File: config.mk
export PLATFORM = sky130hd
export DESIGN_NAME = id_hazard_ctrl
export DESIGN_NICKNAME = d
export VERILOG_FILES = /design/src/rtl/id_hazard_ctrl.sv
export SDC_FILE = /design/constraint.sdc
export NUM_CORES = 1
export LEC_CHECK = 0
export CORE_ASPECT_RATIO = 1.1
export CORE_MARGIN = 2
export CORE_UTILIZATION = 25
export DETAILED_ROUTE_END_ITERATION = 12
export SLEW_MARGIN = 40
export SYNTH_ARGS = -nofsm -noshare
export SYNTH_HDL_FRONTEND = slang
export SYNTH_SLANG_ARGS = --single-unit
File: constraint.sdc
create_clock -name clk -period 2.4 [get_ports clk]
set_input_delay 0.24 -clock clk [delete_from_list [all_inputs] [get_ports clk]]
set_output_delay 0.24 -clock clk [all_outputs]
set_load 0.03 [all_outputs]
File: src/rtl/id_hazard_ctrl.sv
// Decode-stage hazard and forwarding controller for the 5-stage RV32I pipeline.
// Tracks rd of EX/MEM/WB, drives operand-mux selects, load-use stalls and redirect flushes.
module id_hazard_ctrl #(
    parameter bit MEM_LOAD_FWD = 1'b1,
    parameter int CNT_W        = 16
) (
    input  logic             clk,
    input  logic             rst_n,
    input  logic             id_valid,
    input  logic [31:0]      id_inst,
    input  logic             id_rf_we,
    input  logic             pc_sel,
    output logic [1:0]       rD1_sel,
    output logic [1:0]       rD2_sel,
    output logic             pc_stall,
    output logic             ifid_stall,
    output logic             ifid_flush,
    output logic             idex_bubble,
    output logic [CNT_W-1:0] stall_cnt
);

    localparam logic [6:0] OP_OP     = 7'b0110011;
    localparam logic [6:0] OP_STORE  = 7'b0100011;
    localparam logic [6:0] OP_BRANCH = 7'b1100011;
    localparam logic [6:0] OP_IMM    = 7'b0010011;
    localparam logic [6:0] OP_LOAD   = 7'b0000011;
    localparam logic [6:0] OP_JALR   = 7'b1100111;

    localparam logic [1:0] SEL_RF  = 2'b00;
    localparam logic [1:0] SEL_EX  = 2'b01;
    localparam logic [1:0] SEL_MEM = 2'b10;
    localparam logic [1:0] SEL_WB  = 2'b11;

    typedef struct packed {
        logic       v;
        logic       we;
        logic [4:0] rd;
        logic       ld;
    } stage_rec_t;

    logic [6:0]       opcode;
    logic [4:0]       rs1;
    logic [4:0]       rs2;
    logic             useRs1;
    logic             useRs2;
    stage_rec_t       decRec;
    stage_rec_t       exD;
    stage_rec_t       exQ;
    stage_rec_t       memQ;
    stage_rec_t       wbQ;
    logic [CNT_W-1:0] cntD;
    logic [CNT_W-1:0] cntQ;
    logic             exHit1;
    logic             exHit2;
    logic             memHit1;
    logic             memHit2;
    logic             wbHit1;
    logic             wbHit2;
    logic             stall;
    logic             unusedInstBits;

    assign opcode         = id_inst[6:0];
    assign rs1            = id_inst[19:15];
    assign rs2            = id_inst[24:20];
    assign unusedInstBits = ^{id_inst[31:25], id_inst[14:12]};

    always_comb begin
        useRs1 = 1'b0;
        useRs2 = 1'b0;
        case (opcode)
            OP_OP, OP_STORE, OP_BRANCH: begin
                useRs1 = 1'b1;
                useRs2 = 1'b1;
            end
            OP_IMM, OP_LOAD, OP_JALR: useRs1 = 1'b1;
            default: ;
        endcase
    end

    // rd == x0 is folded into 'we' so a write to x0 is never tracked as a producer.
    always_comb begin
        decRec.v  = id_valid;
        decRec.we = id_rf_we && (id_inst[11:7] != 5'd0);
        decRec.rd = id_inst[11:7];
        decRec.ld = (opcode == OP_LOAD);
    end

    function automatic logic srcHit(input stage_rec_t s, input logic [4:0] r, input logic used);
        return used && s.v && s.we && (s.rd == r) && (r != 5'd0);
    endfunction

    assign exHit1  = srcHit(exQ,  rs1, useRs1);
    assign exHit2  = srcHit(exQ,  rs2, useRs2);
    assign memHit1 = srcHit(memQ, rs1, useRs1);
    assign memHit2 = srcHit(memQ, rs2, useRs2);
    assign wbHit1  = srcHit(wbQ,  rs1, useRs1);
    assign wbHit2  = srcHit(wbQ,  rs2, useRs2);

    always_comb begin
        rD1_sel = SEL_RF;
        if (exHit1)       rD1_sel = SEL_EX;
        else if (memHit1) rD1_sel = SEL_MEM;
        else if (wbHit1)  rD1_sel = SEL_WB;

        rD2_sel = SEL_RF;
        if (exHit2)       rD2_sel = SEL_EX;
        else if (memHit2) rD2_sel = SEL_MEM;
        else if (wbHit2)  rD2_sel = SEL_WB;
    end

    // Without MEM load forwarding the load must reach WB before its consumer can proceed.
    assign stall = ((exHit1 || exHit2) && exQ.ld)
                || (!MEM_LOAD_FWD && (memHit1 || memHit2) && memQ.ld);

    assign pc_stall    = stall;
    assign ifid_stall  = stall;
    assign idex_bubble = stall;
    assign ifid_flush  = pc_sel && id_valid && !stall;
    assign stall_cnt   = cntQ;

    always_comb begin
        exD  = stall ? '0 : decRec;
        cntD = cntQ;
        if (stall && (cntQ != '1)) cntD = cntQ + CNT_W'(1);
    end

    always_ff @(posedge clk or negedge rst_n) begin
        if (!rst_n) begin
            exQ  <= '0;
            memQ <= '0;
            wbQ  <= '0;
            cntQ <= '0;
        end else begin
            exQ  <= exD;
            memQ <= exQ;
            wbQ  <= memQ;
            cntQ <= cntD;
        end
    end

endmodule

==> reports/results.txt <==
#FFs+latches synth: 38
First-pass DRT Iterations: 4
Post-synth top flop: dfrtp_1
Finished Cell Area: 2780 um2
PortBufs: 50
DRT iter0 DRCs: 40
Worst-Skew Late Latency: 0.28 ns
Post-synth cell types: 34
Fmax: 427 MHz
Worst-margin pin slew: 0.481 ns
Status: completed
Filler cell count: 746
Power Density: 459 nW/um2
Num CTS Buffers: 5
Slew HR: 67.9%
Die span in x: 87.0 um
Post-Syn Nets: 213
Seq/Total Area, Yosys: 50.2%
Antenna violations before repair: 0
First-pass GRT wire length: 7520 um
Final min period: 2.34 ns
Remaining DRCs: 0
Die area: 8290 um2
Hold depth: 3
CTS tree: yes
Syn avg cell area: 10.8 um2
Nets@finish: 290
CTS Buffer Depth: 2
DRT antenna net count: 0
Clock sink count: 38
GRT Total Usage: 11.6%
CP Capture Type: primary output
Post-DP Area: 2600 um2
Avg WL per Cell: 13.0 um
Top-count cell post-synth: dfrtp_1
Critical path arrival: 2.10 ns
Leak: 1.24 nW
RSZ-0062 raised after global routing: true
Crit path kind: in -> out
Final setup vio count: 0
CP Launch Type: input port
Placed cells: 327
Hold Vio Cnt, Final: 0
Worst hold path class: in -> reg
Post-synth top area cell: dfrtp_1
Total number of H-tree levels: 2
Post-Synthesis Cell Area: 1890 um2
Clock-pin slew on the worst setup and hold paths: 0.07 ns
Register area: 951 um2
Crit path required time: 2.16 ns
Die Span Y: 95.3 um
Clk_skew: 0.00893 ns
Mapped Cells: 175
Asr flop ratio synth: 100%
Root Buffer: clkbuf_8
Maximum vdd drop: 157 uV
Layout Utilization: 37.6%
Vias in the first global route: 1,564
Area grow syn2layout: 46.7%
Routed vias: 1,545
Largest net degree at the start of global routing: 39
Placeable Area: 7390 um2
Synth Warn #: 0
Vias per std cell: 4.54
Dpl hpwl: 3430 um
Post-route insts no fill: 340
Gr ovfl total: 0
Worst r2r path cells: 7
Layout cells sized above 1: 20.2%
Row Count: 33
Post-synth top area share: 50.2%
Final period utilization: 97.5%
RePlAce Congestion: 0.746
Synth area leaders: dfrtp_1 50%, xnor2_1 12%, xor2_1 8.3%, nand2_1 3.2%, and3_1 2.6%
Top post-synthesis cells by count: 38 x dfrtp_1, 25 x xnor2_1, 18 x xor2_1
Inserted Diodes: 0
Slew Limit Fails: 0
Maxcap violations: 0
Area of the multi-input gates: 953 um2
Ports: 61
Drt total wl: 4410 um
Post-synth EDFFs: 0
Starting density of the core: 25.6%
CP Max Fanout: 3
## critical path, cell delays in order
cell and delay [ns]:
clkdlybuf4s50_1 0.48, or4_4 0.13, o211ai_1 0.12, or4_4 0.57
a21bo_4 0.26, and3_4 0.17, buf_6 0.13
## state kept, by name (all words and copies together) (netlist names)
| name | cells |
|---|---|
| memQ | 7 |
| exQ | 8 |
| wbQ | 7 |
| stall_cnt | 16 |
## what timing repair did
action / in CTS / in global routing
hold buffers: 1 / 0
endpoints found under the setup margin: 7 / 8
hold endpoints to repair: 38 / 0
setup buffers: 2 / 2
resized for setup: 22 / 8
pin swaps: 6 / 9
## stage by stage
step                      power, mW  setup WS (ns)  setup TNS (ns)  hold WS, ns
after global routing           1.34        -0.0174         -0.0174        0.391
after floorplan               0.740          0.155               0      -0.0556
after CTS                      1.29        0.00736               0        0.381
final                          1.28         0.0597               0        0.374
after detailed placement      0.839         -0.322           -2.42        0.243
after global placement        0.836         -0.250           -2.20        0.361
## cell usage in the layout (no fill, tap or decap), drive strengths merged, types with 2 or more instances in the layout
cell	n
a21boi	2
a21oi	2
and2	7
and3	8
buf	31
clkbuf	7
clkdlybuf4s50	26
dfrtp	38
dlygate4sd2	12
dlymetal6s2s	4
mux2	3
nand2	16
nand2b	3
nand3	8
nand4	8
nor2	6
nor3	4
nor4	4
o21ai	2
or4	5
xnor2	25
xor2	18
## layer usage
metal	routed length, um	vias up	global-route usage [%]
li1	-	760	-
met1	1990	740	14.9
met2	2140	37	19.0
met3	195	8	2.16
met4	93	0	5.08
met5	0	-	0
## report_power, final
part           switching [mW]  internal [mW]  leakage, nW  total [mW]
clock                   0.218          0.232       0.0482       0.450
sequential             0.0154          0.658        0.483       0.674
combinational          0.0679         0.0837        0.710       0.152
total                   0.301          0.974         1.24        1.28
## worst paths after layout
path / end / from / slack (ns)
max: ifid_flush / id_inst[20] / 0.06
min: exQ[0] / id_inst[4] / 0.37
max reg2reg: stall_cnt[13] / exQ[4] / 0.15
min reg2reg: wbQ[7] / memQ[7] / 0.38
max in group asynchronous: exQ[4] / rst_n / 1.60
min in group asynchronous: stall_cnt[9] / rst_n / 0.45
## area by class of cell
| cell class | instances | share of cell area, % |
|---|---|---|
| Multi-Input combinational cell | 132 | 34.3 |
| Sequential cell | 38 | 34.2 |
| Timing Repair Buffer | 74 | 24.1 |
| Tap cell | 87 | 3.92 |
| Clock buffer | 7 | 3.11 |
| Clock inverter | 1 | 0.180 |
| Inverter | 1 | 0.135 |
## kinds of logic after synthesis
logic type                 Yosys count  synth area share (%)
AOI/OAI and AO/OA                   11                  3.97
and+or+nand+nor                     74                  22.0
muxes                                3                  1.78
xor gates and xnor gates            43                  19.9
DFF                                 38                  50.2
adders and majority gates            1                 0.661
buffers and inverters                5                  1.45
Power figures use the tool's default switching activity.
